`config.mk`:
```
export PLATFORM = sky130hd
export DESIGN_NAME = isa_bus_ctl
export DESIGN_NICKNAME = d
export VERILOG_FILES = /design/src/rtl/isa_bus_ctl.sv
export SDC_FILE = /design/constraint.sdc
export NUM_CORES = 1
export LEC_CHECK = 0
export ABC_AREA = 1
export CORE_ASPECT_RATIO = 0.75
export CORE_MARGIN = 2
export CORE_UTILIZATION = 35
export CTS_CLUSTER_SIZE = 16
export DETAILED_ROUTE_END_ITERATION = 8
export SYNTH_ARGS = -nofsm -noshare
export SYNTH_HDL_FRONTEND = slang
export SYNTH_SLANG_ARGS = --single-unit
export TNS_END_PERCENT = 100
```
`constraint.sdc`:
```
create_clock -name clk -period 3.2 [get_ports clk]
set_input_delay 0.64 -clock clk [delete_from_list [all_inputs] [get_ports clk]]
set_output_delay 0.64 -clock clk [all_outputs]
set_load 0.03 [all_outputs]
```
`src/rtl/isa_bus_ctl.sv`:
```
// ISA bus target controller: strobe sync, window decode,
// memory handshake with wait states and timeout, I/O access.
module isa_bus_ctl #(
  parameter logic [15:0] IO_BASE     = 16'h03B0,
  parameter int          IO_AW       = 4,
  parameter logic [19:0] MEM_BASE    = 20'hB0000,
  parameter int          MEM_AW      = 15,
  parameter int          SYNC_STAGES = 2,
  parameter int          WAIT_EN     = 1,
  parameter logic [7:0]  TIMEOUT     = 8'd64
) (
  input  logic              clk,
  input  logic              busreset,
  input  logic [19:0]       bus_a,
  input  logic              bus_ior_l,
  input  logic              bus_iow_l,
  input  logic              bus_memr_l,
  input  logic              bus_memw_l,
  input  logic              bus_aen,
  input  logic [7:0]        bus_din,
  output logic [7:0]        bus_out,
  output logic              bus_dir,
  output logic              bus_rdy,
  output logic              mem_req,
  output logic              mem_we,
  output logic [MEM_AW-1:0] mem_addr,
  output logic [7:0]        mem_wdata,
  input  logic              mem_ack,
  input  logic [7:0]        mem_rdata,
  output logic              io_wr,
  output logic [IO_AW-1:0]  io_addr,
  output logic [7:0]        io_wdata,
  input  logic [7:0]        io_rdata,
  output logic              timeout_err
);

  typedef enum logic [1:0] {
    IDLE,
    MREQ,
    HOLD
  } state_t;

  localparam int IOR  = 0;
  localparam int IOW  = 1;
  localparam int MEMR = 2;
  localparam int MEMW = 3;

  state_t              state_q;
  logic [3:0]          strb_raw;
  logic [3:0]          sync_q [SYNC_STAGES];
  logic [3:0]          prev_q;
  logic [SYNC_STAGES:0] vld_q;
  logic [3:0]          strb_s;
  logic [3:0]          fall_d;
  logic [3:0]          acc_d;
  logic                io_hit;
  logic                mem_hit;
  logic                rd_done;

  logic [7:0]          bus_out_q;
  logic                bus_dir_q;
  logic                bus_rdy_q;
  logic                mem_req_q;
  logic                mem_we_q;
  logic [MEM_AW-1:0]   mem_addr_q;
  logic [7:0]          mem_wdata_q;
  logic                io_wr_q;
  logic [IO_AW-1:0]    io_addr_q;
  logic [7:0]          io_wdata_q;
  logic                timeout_err_q;
  logic [7:0]          cnt_q;
  logic [3:0]          rd_sel_q;

  assign strb_raw = {bus_memw_l, bus_memr_l,
                     bus_iow_l, bus_ior_l};

  // Strobe synchronisers; vld_q marks when prev_q holds a
  // real post-reset sample so a held-low strobe is not an edge.
  always_ff @(posedge clk or posedge busreset) begin
    if (busreset) begin
      for (int i = 0; i < SYNC_STAGES; i++) begin
        sync_q[i] <= 4'hF;
      end
      prev_q <= 4'hF;
      vld_q  <= '0;
    end else begin
      sync_q[0] <= strb_raw;
      for (int i = 1; i < SYNC_STAGES; i++) begin
        sync_q[i] <= sync_q[i-1];
      end
      prev_q <= sync_q[SYNC_STAGES-1];
      vld_q  <= {vld_q[SYNC_STAGES-1:0], 1'b1};
    end
  end

  assign strb_s = sync_q[SYNC_STAGES-1];
  assign fall_d = {4{vld_q[SYNC_STAGES]}}
                & prev_q & ~strb_s;

  assign io_hit  = ~bus_aen
                 & (bus_a[15:IO_AW]
                    == IO_BASE[15:IO_AW]);
  assign mem_hit = ~bus_aen
                 & (bus_a[19:MEM_AW]
                    == MEM_BASE[19:MEM_AW]);

  assign acc_d = fall_d
               & {mem_hit, mem_hit, io_hit, io_hit};

  // Read strobe being tracked for bus_dir has gone high again.
  assign rd_done = bus_dir_q & |(rd_sel_q & strb_s);

  // Cycle FSM with registered bus and back-end outputs.
  always_ff @(posedge clk or posedge busreset) begin
    if (busreset) begin
      state_q       <= IDLE;
      bus_out_q     <= 8'h00;
      bus_dir_q     <= 1'b0;
      bus_rdy_q     <= 1'b1;
      mem_req_q     <= 1'b0;
      mem_we_q      <= 1'b0;
      mem_addr_q    <= '0;
      mem_wdata_q   <= 8'h00;
      io_wr_q       <= 1'b0;
      io_addr_q     <= '0;
      io_wdata_q    <= 8'h00;
      timeout_err_q <= 1'b0;
      cnt_q         <= 8'h00;
      rd_sel_q      <= 4'h0;
    end else begin
      io_wr_q       <= 1'b0;
      timeout_err_q <= 1'b0;
      if (rd_done) begin
        bus_dir_q <= 1'b0;
      end
      unique case (state_q)
        IDLE: begin
          if (acc_d[MEMW] | acc_d[MEMR]) begin
            mem_req_q   <= 1'b1;
            mem_we_q    <= acc_d[MEMW];
            mem_addr_q  <= bus_a[MEM_AW-1:0];
            mem_wdata_q <= bus_din;
            bus_rdy_q   <= (WAIT_EN == 0);
            cnt_q       <= 8'h00;
            state_q     <= MREQ;
            if (!acc_d[MEMW]) begin
              bus_dir_q <= 1'b1;
              rd_sel_q  <= 4'b0100;
            end
          end else if (acc_d[IOW]) begin
            io_wr_q    <= 1'b1;
            io_addr_q  <= bus_a[IO_AW-1:0];
            io_wdata_q <= bus_din;
            state_q    <= HOLD;
          end else if (acc_d[IOR]) begin
            io_addr_q <= bus_a[IO_AW-1:0];
            bus_out_q <= io_rdata;
            bus_dir_q <= 1'b1;
            rd_sel_q  <= 4'b0001;
            state_q   <= HOLD;
          end
        end
        MREQ: begin
          if (mem_ack) begin
            mem_req_q <= 1'b0;
            bus_rdy_q <= 1'b1;
            if (!mem_we_q) begin
              bus_out_q <= mem_rdata;
            end
            state_q <= HOLD;
          end else if (cnt_q == TIMEOUT - 8'd1) begin
            mem_req_q     <= 1'b0;
            bus_rdy_q     <= 1'b1;
            timeout_err_q <= 1'b1;
            if (!mem_we_q) begin
              bus_out_q <= 8'hFF;
            end
            state_q <= HOLD;
          end else begin
            cnt_q <= cnt_q + 8'd1;
          end
        end
        HOLD: begin
          if (&strb_s) begin
            bus_dir_q <= 1'b0;
            state_q   <= IDLE;
          end
        end
        default: begin
          state_q <= IDLE;
        end
      endcase
    end
  end

  assign bus_out     = bus_out_q;
  assign bus_dir     = bus_dir_q;
  assign bus_rdy     = bus_rdy_q;
  assign mem_req     = mem_req_q;
  assign mem_we      = mem_we_q;
  assign mem_addr    = mem_addr_q;
  assign mem_wdata   = mem_wdata_q;
  assign io_wr       = io_wr_q;
  assign io_addr     = io_addr_q;
  assign io_wdata    = io_wdata_q;
  assign timeout_err = timeout_err_q;

endmodule

```
Word-level counts from Yosys, hierarchy flattened
Cells that the tools add are included.
{ "word_totals": {"elab_cells": 107, "inputBits": 52, "out_inout_bits": 49, "reg_bits": 78} }
{ "classes": {"n_eq_ne": 17, "bitwise": 11, "muxes": 46, "addsub": 1, "reduce_logical": 14} }
{ "ops": {"columns": ["op", "n"], "rows": [
  ["8-bit two-way mux", 10],
  ["8-bit one-hot mux with 2 select lines", 2],
  ["4-bit two-way mux", 6],
  ["1-bit two-way mux", 18],
  ["2-bit inequality test (second input constant)", 9],
  ["4-bit bitwise AND", 4],
  ["12-bit by 6-bit == test with 1-bit output (second input constant)", 1],
  ["2-bit two-way mux", 6],
  ["3-bit AND reduction", 4],
  ["4-bit AND reduction", 3],
  ["8-bit by 1-bit adder with 8-bit output (second input constant)", 1],
  ["8-bit by 6-bit == test with 1-bit output (second input constant)", 1],
  ["1-bit one-hot mux with 2 select lines", 3],
  ["2-bit one-hot mux with 3 select lines", 1],
  ["6-bit AND reduction", 1],
  ["2-bit nonzero test", 3],
  ["5-bit == test (second input constant)", 1],
  ["4-bit inequality test (second input constant)", 1],
  ["4-bit inverter", 1],
  ["4-bit OR reduction", 1],
  ["1-bit bitwise AND", 3],
  ["3-bit inequality test (second input constant)", 1],
  ["2-bit by 1-bit == test with 1-bit output (second input constant)", 1],
  ["2-bit == test (second input constant)", 1],
  ["other kinds (5)", 6]
]} }

Longest topological paths before layout
Gate-level depths: netlist of run 1.
{ "depth": {"word_depth": 8, "depth_mapped": 10, "mapped_depth_nobuf": 10} }

Least setup slack after synthesis of run 1
Ideal clock, no wire load.
{ "synth_path": {"path_kind": "input -> register", "from": "input port bus_a[16]", "to": "register mem_addr_q[0], in the netlist mem_addr[0]", "cell_stages": 8, "t_arrival_ns": 1.493, "path_slack_ns": 1.576, "setup_ns": 0.130, "path_buffers": 1, "cell_sequence": "inv_1 > nor2_2 > nand3_2 > nor2_8 > nand2_2 > clkbuf_1 > nand2_1 > o21ai_1"} }
{ "synth_via": {"elab_chain_cells": 5} }
{ "synth_rtl": {"columns": ["item", "line_no", "rtl"], "rows": [
  ["start, declared", "14", "input logic [19:0] bus_a,"],
  ["5-bit == test", "105", "== MEM_BASE[19:MEM_AW]);"],
  ["1-bit bitwise AND", "104", "& (bus_a[19:MEM_AW]"],
  ["4-bit bitwise AND", "108", "& {mem_hit, mem_hit, io_hit, io_hit};"],
  ["1-bit OR", "138", "if (acc_d[MEMW] | acc_d[MEMR]) begin"],
  ["2-bit AND reduction (no source line)", null, null],
  ["end signal, assigned", "141", "mem_addr_q <= bus_a[MEM_AW-1:0];"],
  ["end, declared", "65", "logic [MEM_AW-1:0] mem_addr_q;"]
]} }
Every way passes these cells.
A chain may end at the register's enable or synchronous reset.

Worst setup path in the final report of run 1
{ "layout_path": {"from": "register bus_rdy_q, in the netlist bus_rdy", "to": "output port bus_rdy"} }
{ "layout_lines": {"columns": ["item", "line_no", "rtl"], "rows": [
  ["start, declared", "62", "logic bus_rdy_q;"],
  ["start signal, assigned", "143", "bus_rdy_q <= (WAIT_EN == 0);"],
  ["end, declared", "23", "output logic bus_rdy,"]
]} }
No word-level cell between the ends.

==> results of run 1 <==
registers in the layout, indices dropped and copies added (netlist names), 2 cells and up:
signal,count
rd_sel_q,2
state_q,2
strb_s,4
io_addr,4
mem_wdata,8
mem_addr,15
vld_q,3
cnt_q,8
io_wdata,8
prev_q,4
sync_q,4
bus_out,8
power by group through the flow:
stage	clock (mW)	sequential, mW	combinational [mW]
2_1_floorplan	0	1.10	0.136
3_3_place_gp	0	1.06	0.326
3_5_place_dp	0	1.06	0.330
4_1_cts	1.13	1.05	0.332
5_1_grt	1.18	1.05	0.362
6_report	1.10	1.05	0.328
synth_stat cells (all sizes together):
master  number
dfrtp       63
nand2      112
clkbuf       3
or2          2
nand3       35
nor2        40
clkinv       1
dfstp       13
a21oi        1
o21ai       46
nand4        7
nand3b       1
xor2         2
buf          5
ha           1
conb         1
inv         39
nor3         2
layout make-up:
class | instances | area, um2
fill | 856 | 4340
sequential | 76 | 1920
multi-input combinational | 250 | 1190
timing repair buffer | 102 | 1030
clock buffer | 10 | 239
tap | 128 | 160
inverter | 40 | 150
clock inverter | 6 | 93.8
stage by stage:
step                hold WS (ns)  setup WS (ns)  instance area, um2  utilization
global placement           0.335          0.795                4450        0.488
detailed placement         0.341          0.761                4450        0.488
global route               0.364          0.962                4780        0.524
CTS                        0.355           1.01                4780        0.524
floorplan                  0.331          0.643                3310            -
finish                     0.352           1.02                4780        0.524
worst max path at each step:
stage / slack, ns / depth (start not counted) / start / endpoint
3_3_place_gp: 0.80 / 8 / bus_a[15] / mem_addr[3]
5_1_grt: 0.96 / 8 / bus_a[15] / mem_wdata[7]
4_1_cts: 1.01 / 1 / bus_rdy / bus_rdy
2_1_floorplan: 0.64 / 1 / busreset / bus_dir
3_5_place_dp: 0.76 / 8 / bus_a[15] / mem_wdata[7]
6_report: 1.02 / 1 / bus_rdy / bus_rdy
kinds of logic (layout without fill, tap and decap cells):
logic type | count (synthesis) | after routing | share of synthesized area
simple gates | 199 | 199 | 0.278
flops | 76 | 76 | 0.580
buf+inv | 48 | 158 | 0.0609
compound gates | 47 | 47 | 0.0711
xor+xnor | 2 | 2 | 0.00529
fa+ha+maj | 1 | 1 | 0.00378
other cells | 1 | 1 | 0.00113
metal layers:
metal	share of wire	vias up	wire (um)	track usage
met5	0	-	0	0
met4	0.013	0	101	0.0390
met3	0.087	10	694	0.0740
met2	0.44	84	3490	0.258
met1	0.46	1284	3690	0.214
li1	-	1400	-	-
placed cells by master, fill, tap and decap left out, types with 7 or more instances in the layout:
master	count
clkbuf_16	9
clkdlybuf4s50_1	100
dfrtp_1	63
dfstp_2	13
inv_1	32
inv_2	7
nand2_1	106
nand3_1	33
nand4_1	7
nor2_1	33
o21ai_0	14
o21ai_1	32
==> run_results.csv, run 1 <==
group,metric,value,unit
grt,overflow,0,
hold_path,whs_endpoint,"vld_q[1]",
power_and_ir_drop,p_seq_frac,0.422,
grt,grt_usage,0.166,
run_status,status,"completed",
timing,fin_skew,0.00780,ns
floorplan,core-area,0.00912,mm2
grt,antenna_found_initial,0,
setup_path,crit_fanout,2,
setup_path,path_cells,"clkdlybuf4s50_1",
finish,instances_no_fill,612,
route,wirelength,7980,um
setup_path,endpoint_kind,"output pin",
power_and_ir_drop,p_comb_frac,0.132,
finish,layout-drive-gt1-share,0.114,
setup_path,crit_family,"buffers and inverters",
route,detail-route-antenna-nets,0,
setup_path,cp-start-kind,"flip-flop",
synthesis,synth_nets,427,
synthesis,synth_area_leaders,"dfrtp_1 (48%), nand2_1 (12%), dfstp_2 (10%)",
clock_network,postCtsHoldBufs,0,
clock_network,cts.clk_slew.worst_paths,0.06,ns
timing,maxSlewViolCount,0,
route,wl_per_cell,13.0,um
hold_path,hold_path.class,"reg -> reg",
job,maxCapViolations,0,
synthesis,syn_avg_cell_area,8.85,um2
setup_path,worstRegToRegCells,7,
clock_network,cts-root-buf,"clkbuf_16",
power_and_ir_drop,ir_drop,196,uV
setup_path,reg2reg_setup_slack,1.40,ns
synthesis,yosys_warnings,0,
power_and_ir_drop,leakagePower,2.29,nW
clock_network,clk_path_buf_depth,2,
timing,max_freq,0.460,GHz
clock_network,worst_skew_pair.late_latency,0.33,ns
finish,antenna_cells,0,
synthesis,yosys.area.top_type,"dfrtp_1",
clock_network,clock-sinks,76,
clock_network,cts_buffers,9,
route,dr.pass1.iters,4,
timing,post-route-period-util,0.680,
setup_path,cp_slowest_cell,"clkdlybuf4s50_1",
route,drc,0,
power_and_ir_drop,p_sw_frac,0.248,
timing,min_period,2.18,ns
hold_path,hold_path.startpoint,"vld_q[0]",
floorplan,die_h,88.2,um
synthesis,synthCells,374,
hold_path,hold_depth,0,
synthesis,ys_types,30,
setup_path,max_stage_delay,0.66,ns
floorplan,die_w,116,um
route,drt-initial-drc-count,130,
floorplan,dieArea,0.0103,mm2
route,dr_total_vias,2778,
route,via_per_inst,4.54,
setup_path,r2r-end,"mem_wdata[7]",
setup_path,reg2reg_from,"strb_s[3]",
grt,grt_first_pass_wirelength,13000,um
grt,grt_max_degree,77,
timing,tightest_slew,0.661,ns
timing,rsz0062_at_grt,"no",
floorplan,rows,30,
power_and_ir_drop,switchingPower,615,uW
finish,num-nets-final,532,
setup_path,crit_type,"reg -> out",
place,routabilityCongestion,0.873,
setup_path,arrival,1.54,ns
synthesis,synth_top_area_share,0.476,
synthesis,ys_seq_elements,76,
place,io_buffers,100,
synthesis,synth_area,0.00331,mm2
timing,hold_viol,0,
power_and_ir_drop,power_frac_clock,0.445,
setup_path,crit_buf_inv,1,
clock_network,htreeDepth,3,
power_and_ir_drop,power,2.48,mW
clock_network,post_cts_buffers,0,
power_and_ir_drop,intPower,1.87,mW
timing,setup_viol_count_final,0,
clock_network,post_cts_resized,0,
synthesis,ys_seq_area_frac,0.580,
floorplan,io_pins,101,
setup_path,required,2.56,ns
place,dp_cells,596,
power_and_ir_drop,powerDensity,519,mW/mm2
finish,area_growth,44.4,%
timing,max-slew-margin-rel,0.559,
clock_network,cts_tree,"yes",
place,place_hpwl,5970,um
timing,tns,0,ns
grt,grt_pass1_vias,2749,
floorplan,start_util,0.363,
Note: power is estimated with default switching activity, not from simulation.
==> run 2: changes to the inputs <==
clock period = 2.25 ns   (was 3.2 ns; I/O delays follow)
==> run 2 against run 1 <==
Compared with the run above: cell area about the same; critical path depth unchanged; non-clock buffer count up 2; combinational power grew 42%; sequential power rose by 42%; clock skew about the same.
==> run_results.csv, run 2 (same netlist as run 1, synthesis figures left out) <==
group,metric,value,unit
run_status,status,"completed",
place,io_buffers,100,
route,via_per_inst,4.43,
clock_network,clk_path_buf_depth,2,
floorplan,rows,30,
timing,tightest_slew,0.665,ns
timing,max_freq,0.503,GHz
grt,grt_usage,0.165,
floorplan,die_w,116,um
clock_network,cts-root-buf,"clkbuf_16",
setup_path,crit_family,"buffers and inverters",
timing,rsz0062_at_grt,"no",
finish,layout_commonest_cell,"nand2_1",
setup_path,required,1.80,ns
power_and_ir_drop,powerDensity,701,mW/mm2
clock_network,postCtsHoldBufs,0,
setup_path,path_cells,"clkdlybuf4s50_1",
clock_network,htreeDepth,3,
floorplan,dieArea,0.0103,mm2
setup_path,max_stage_delay,0.67,ns
clock_network,worst_skew_pair.late_latency,0.33,ns
place,routabilityCongestion,0.840,
setup_path,crit_fanout,2,
timing,hold_viol,0,
timing,tns,0,ns
finish,layout_common_cells,"nand2_1 (106), clkdlybuf4s50_1 (100), dfrtp_1 (63), nand3_1 (33), nor2_1 (33)",
clock_network,cts.clk_slew.worst_paths,0.07,ns
route,detail-route-antenna-nets,0,
finish,fin_area,0.00478,mm2
setup_path,endpoint_kind,"output pin",
floorplan,io_pins,101,
clock_network,post_cts_buffers,0,
hold_path,hold_path.class,"reg -> reg",
finish,area_growth,44.5,%
timing,whs,0.350,ns
timing,maxSlewViolCount,0,
floorplan,die_h,88.2,um
setup_path,cp-start-kind,"flip-flop",
timing,max-slew-margin-rel,0.557,
power_and_ir_drop,ir_drop,359,uV
grt,grt_pass1_vias,2700,
timing,setup_viol_count_final,0,
clock_network,clock-sinks,76,
grt,antenna_found_initial,0,
route,dr_total_vias,2718,
grt,grt_first_pass_wirelength,13100,um
setup_path,crit_buf_inv,1,
timing,post-route-period-util,0.883,
setup_path,cp_slowest_cell,"clkdlybuf4s50_1",
route,wirelength,7960,um
floorplan,core-area,0.00912,mm2
route,drc,0,
job,maxCapViolations,0,
floorplan,start_util,0.363,
route,drt-initial-drc-count,118,
timing,fin_skew,0.00794,ns
clock_network,cts_buffers,9,
route,dr.pass1.iters,5,
place,place_hpwl,5840,um
setup_path,crit_type,"reg -> out",
finish,largest_reg_flops,15,
finish,antenna_cells,0,
clock_network,post_cts_resized,0,
route,wl_per_cell,13.0,um
finish,layout-drive-gt1-share,0.117,
clock_network,cts_tree,"yes",
timing,min_period,1.99,ns
place,place_area,0.00449,mm2
grt,grt_max_degree,77,
finish,fillers,835,
grt,overflow,0,
finish,num-nets-final,534,
setup_path,arrival,1.54,ns
power_and_ir_drop,power,3.35,mW
power_and_ir_drop,leakagePower,2.29,nW
run 2: cell count changes in the layout (fill, tap and decap cells not counted), sizes merged:
cell / before / now
bufinv: 2 / 0
clkbuf: 10 / 9
inv: 41 / 43
clkinv: 2 / 3
buf: 2 / 4
run 2: report_power, final:
group          total [mW]  switching (mW)  internal [mW]
Sequential           1.49          0.0489           1.44
Combinational       0.465           0.262          0.203
Clock                1.40           0.622          0.778
Total                3.35           0.933           2.42
run 2: per-stage QoR:
stage	cells	worst slack, ns	utilization
6_report	614	0.262	0.524
5_1_grt	614	0.211	0.524
4_1_cts	614	0.252	0.524
3_5_place_dp	598	0.147	0.492
3_3_place_gp	598	0.202	0.492
2_1_floorplan	374	0.786	-
run 2: final timing paths:
kind                       depth (start not counted)        from  slack, ns          to
min reg2reg                                        0    vld_q[1]       0.35    vld_q[2]
min                                                0    vld_q[1]       0.35    vld_q[2]
max reg2reg                                        7  state_q[0]       0.51  bus_out[1]
min in group asynchronous                          3    busreset       0.58    vld_q[1]
max in group asynchronous                          3    busreset       1.34     bus_rdy
max                                                1     bus_rdy       0.26     bus_rdy
run 2: per-layer routing:
metal  share of wire  wire length (um)  track usage
met3            0.11               852       0.0836
met5               0                 0            0
met2            0.38              3030        0.227
met4          0.0079                63       0.0325
met1            0.50              4020        0.234
run 2: cell type report:
| cell class | count | area (um2) | area share |
|---|---|---|---|
| Multi-Input combinational cell | 250 | 1190 | 0.249 |
| Tap cell | 128 | 160 | 0.0335 |
| Clock buffer | 9 | 225 | 0.0471 |
| Sequential cell | 76 | 1920 | 0.401 |
| Timing Repair Buffer | 104 | 1070 | 0.223 |
| Clock inverter | 7 | 66.3 | 0.0139 |
| Inverter | 40 | 154 | 0.0322 |
==> run 3: changes to the inputs <==
CAP_MARGIN = 0   (was default)
RECOVER_POWER = 50   (was default)
==> run 3 against run 2 <==
Compared with the run above: combinational power shrank 2%; critical endpoint unchanged; count of clock-buffer cells in the layout is the same; sequential share of layout area grew 0.19 points; highest routed layer unchanged; largest power group unchanged.
==> run_results.csv, run 3 (same netlist as run 1, synthesis figures left out) <==
group,metric,value,unit
grt,met1_usage,0.234,
timing,max_freq,0.504,GHz
grt,grt_pass1_vias,2700,
route,wirelength,7920,um
clock_network,worst_skew_pair.late_latency,0.33,ns
setup_path,required,1.80,ns
setup_path,crit_buf_inv,1,
grt,busiest_layer,"met1",
place,pre_cts_ws,0.147,ns
floorplan,io_pins,101,
run_status,status,"completed",
route,detail-route-antenna-nets,0,
clock_network,htreeDepth,3,
floorplan,start_util,0.363,
timing,tns,0,ns
power_and_ir_drop,powerDensity,701,mW/mm2
finish,layout_commonest_cell,"nand2_1",
timing,min_period,1.99,ns
route,via_per_inst,4.43,
grt,overflow,0,
setup_path,reg2reg_setup_slack,0.43,ns
setup_path,cp_slowest_cell,"clkdlybuf4s50_1",
finish,area_growth,43.8,%
job,maxCapViolations,0,
finish,largest_reg_flops,15,
finish,fin_area,0.00476,mm2
clock_network,cts_tree,"yes",
clock_network,cts.clk_slew.worst_paths,0.07,ns
route,dr_total_vias,2723,
clock_network,clock-sinks,76,
power_and_ir_drop,ir_drop,358,uV
hold_path,hold_path.class,"reg -> reg",
clock_network,clk_path_buf_depth,2,
clock_network,post_cts_buffers,0,
floorplan,die_h,88.2,um
power_and_ir_drop,leakagePower,2.28,nW
clock_network,cts-root-buf,"clkbuf_16",
timing,post-route-period-util,0.882,
setup_path,worstRegToRegCells,6,
grt,use_met3,0.0836,
setup_path,crit_family,"buffers and inverters",
route,dr.pass1.iters,4,
grt,grt_max_degree,77,
grt,grt_usage,0.165,
hold_path,hold_depth,0,
finish,layout-drive-gt1-share,0.103,
timing,tightest_slew,1.01,ns
place,place_hpwl,5840,um
floorplan,dieArea,0.0103,mm2
clock_network,cts_buffers,9,
timing,rsz0062_at_grt,"no",
grt,antenna_found_initial,0,
setup_path,max_stage_delay,0.67,ns
place,io_buffers,100,
timing,fin_skew,0.00652,ns
setup_path,endpoint_kind,"output pin",
finish,antenna_cells,0,
timing,timing.final.ws_setup,0.265,ns
timing,maxSlewViolCount,0,
hold_path,whs_endpoint,"vld_q[2]",
route,drc,0,
clock_network,postCtsHoldBufs,0,
setup_path,path_cells,"clkdlybuf4s50_1",
timing,max-slew-margin-rel,0.324,
setup_path,reg2reg_from,"state_q[1]",
place,routabilityCongestion,0.840,
route,wl_per_cell,12.9,um
floorplan,core-area,0.00912,mm2
finish,fillers,840,
place,place_area,0.00449,mm2
timing,setup_viol_count_final,0,
finish,num-nets-final,534,
route,drt-initial-drc-count,139,
floorplan,rows,30,
grt,gr-usage-met2,0.227,
setup_path,crit_type,"reg -> out",
setup_path,cp-start-kind,"flip-flop",
clock_network,post_cts_resized,0,
grt,grt_first_pass_wirelength,13100,um
setup_path,arrival,1.54,ns
finish,layout_common_cells,"nand2_1 (107), clkdlybuf4s50_1 (94), dfrtp_1 (63), nor2_1 (34)",
timing,hold_viol,0,
timing,whs,0.350,ns
setup_path,r2r-end,"cnt_q[4]",
setup_path,crit_fanout,2,
hold_path,hold_path.startpoint,"vld_q[1]",
floorplan,die_w,116,um
[run 3: cell types whose count changed in the layout (fill, tap and decap cells not counted)]
| cell | before | now |
|---|---|---|
| buf_12 | 3 | 2 |
| clkbuf_4 | 0 | 1 |
| clkdlybuf4s50_1 | 100 | 94 |
| dfstp_1 | 0 | 4 |
| dfstp_2 | 13 | 9 |
| dlygate4sd3_1 | 0 | 6 |
| inv_1 | 32 | 33 |
| inv_2 | 6 | 5 |
| nand2_1 | 106 | 107 |
| nand2_2 | 3 | 2 |
| nor2_1 | 33 | 34 |
| nor2_4 | 2 | 1 |
[run 3: stage by stage]
step           utilization  power, mW  cells
2_1_floorplan            -       1.76    374
3_3_place_gp         0.492       1.97    598
3_5_place_dp         0.492       1.98    598
4_1_cts              0.524       3.40    614
5_1_grt              0.522       3.50    614
6_report             0.522       3.34    614
[run 3: area by class of cell]
cell class                      count  area, um2  area share
Sequential cell                    76       1920       0.403
Clock inverter                      7       66.3      0.0139
Multi-Input combinational cell    250       1180       0.248
Timing Repair Buffer              104       1060       0.222
Tap cell                          128        160      0.0336
Clock buffer                        9        225      0.0473
Inverter                           40        154      0.0323
[run 3: report_power, final]
part / leakage, nW / total (mW) / internal [mW] / switching (mW)
Combinational: 1.15 / 0.458 / 0.198 / 0.260
Sequential: 0.987 / 1.49 / 1.44 / 0.0489
Clock: 0.145 / 1.39 / 0.778 / 0.615
Total: 2.28 / 3.34 / 2.41 / 0.925
[run 3: metal layers]
metal / up-vias / wire length, um
li1: 1402 / -
met1: 1235 / 3980
met2: 84 / 3110
met3: 2 / 803
met4: 0 / 26
met5: - / 0
[run 3: worst max-delay path by stage]
stage	start	end	slack [ns]	depth (start not counted)
final	bus_rdy	bus_rdy	0.26	1
after global routing	bus_rdy	bus_rdy	0.21	1
after CTS	bus_rdy	bus_rdy	0.25	1
after detailed placement	bus_a[15]	bus_out[1]	0.15	10
after global placement	bus_a[15]	bus_out[1]	0.20	10
after floorplan	strb_s[3]	io_wdata[0]	0.79	8
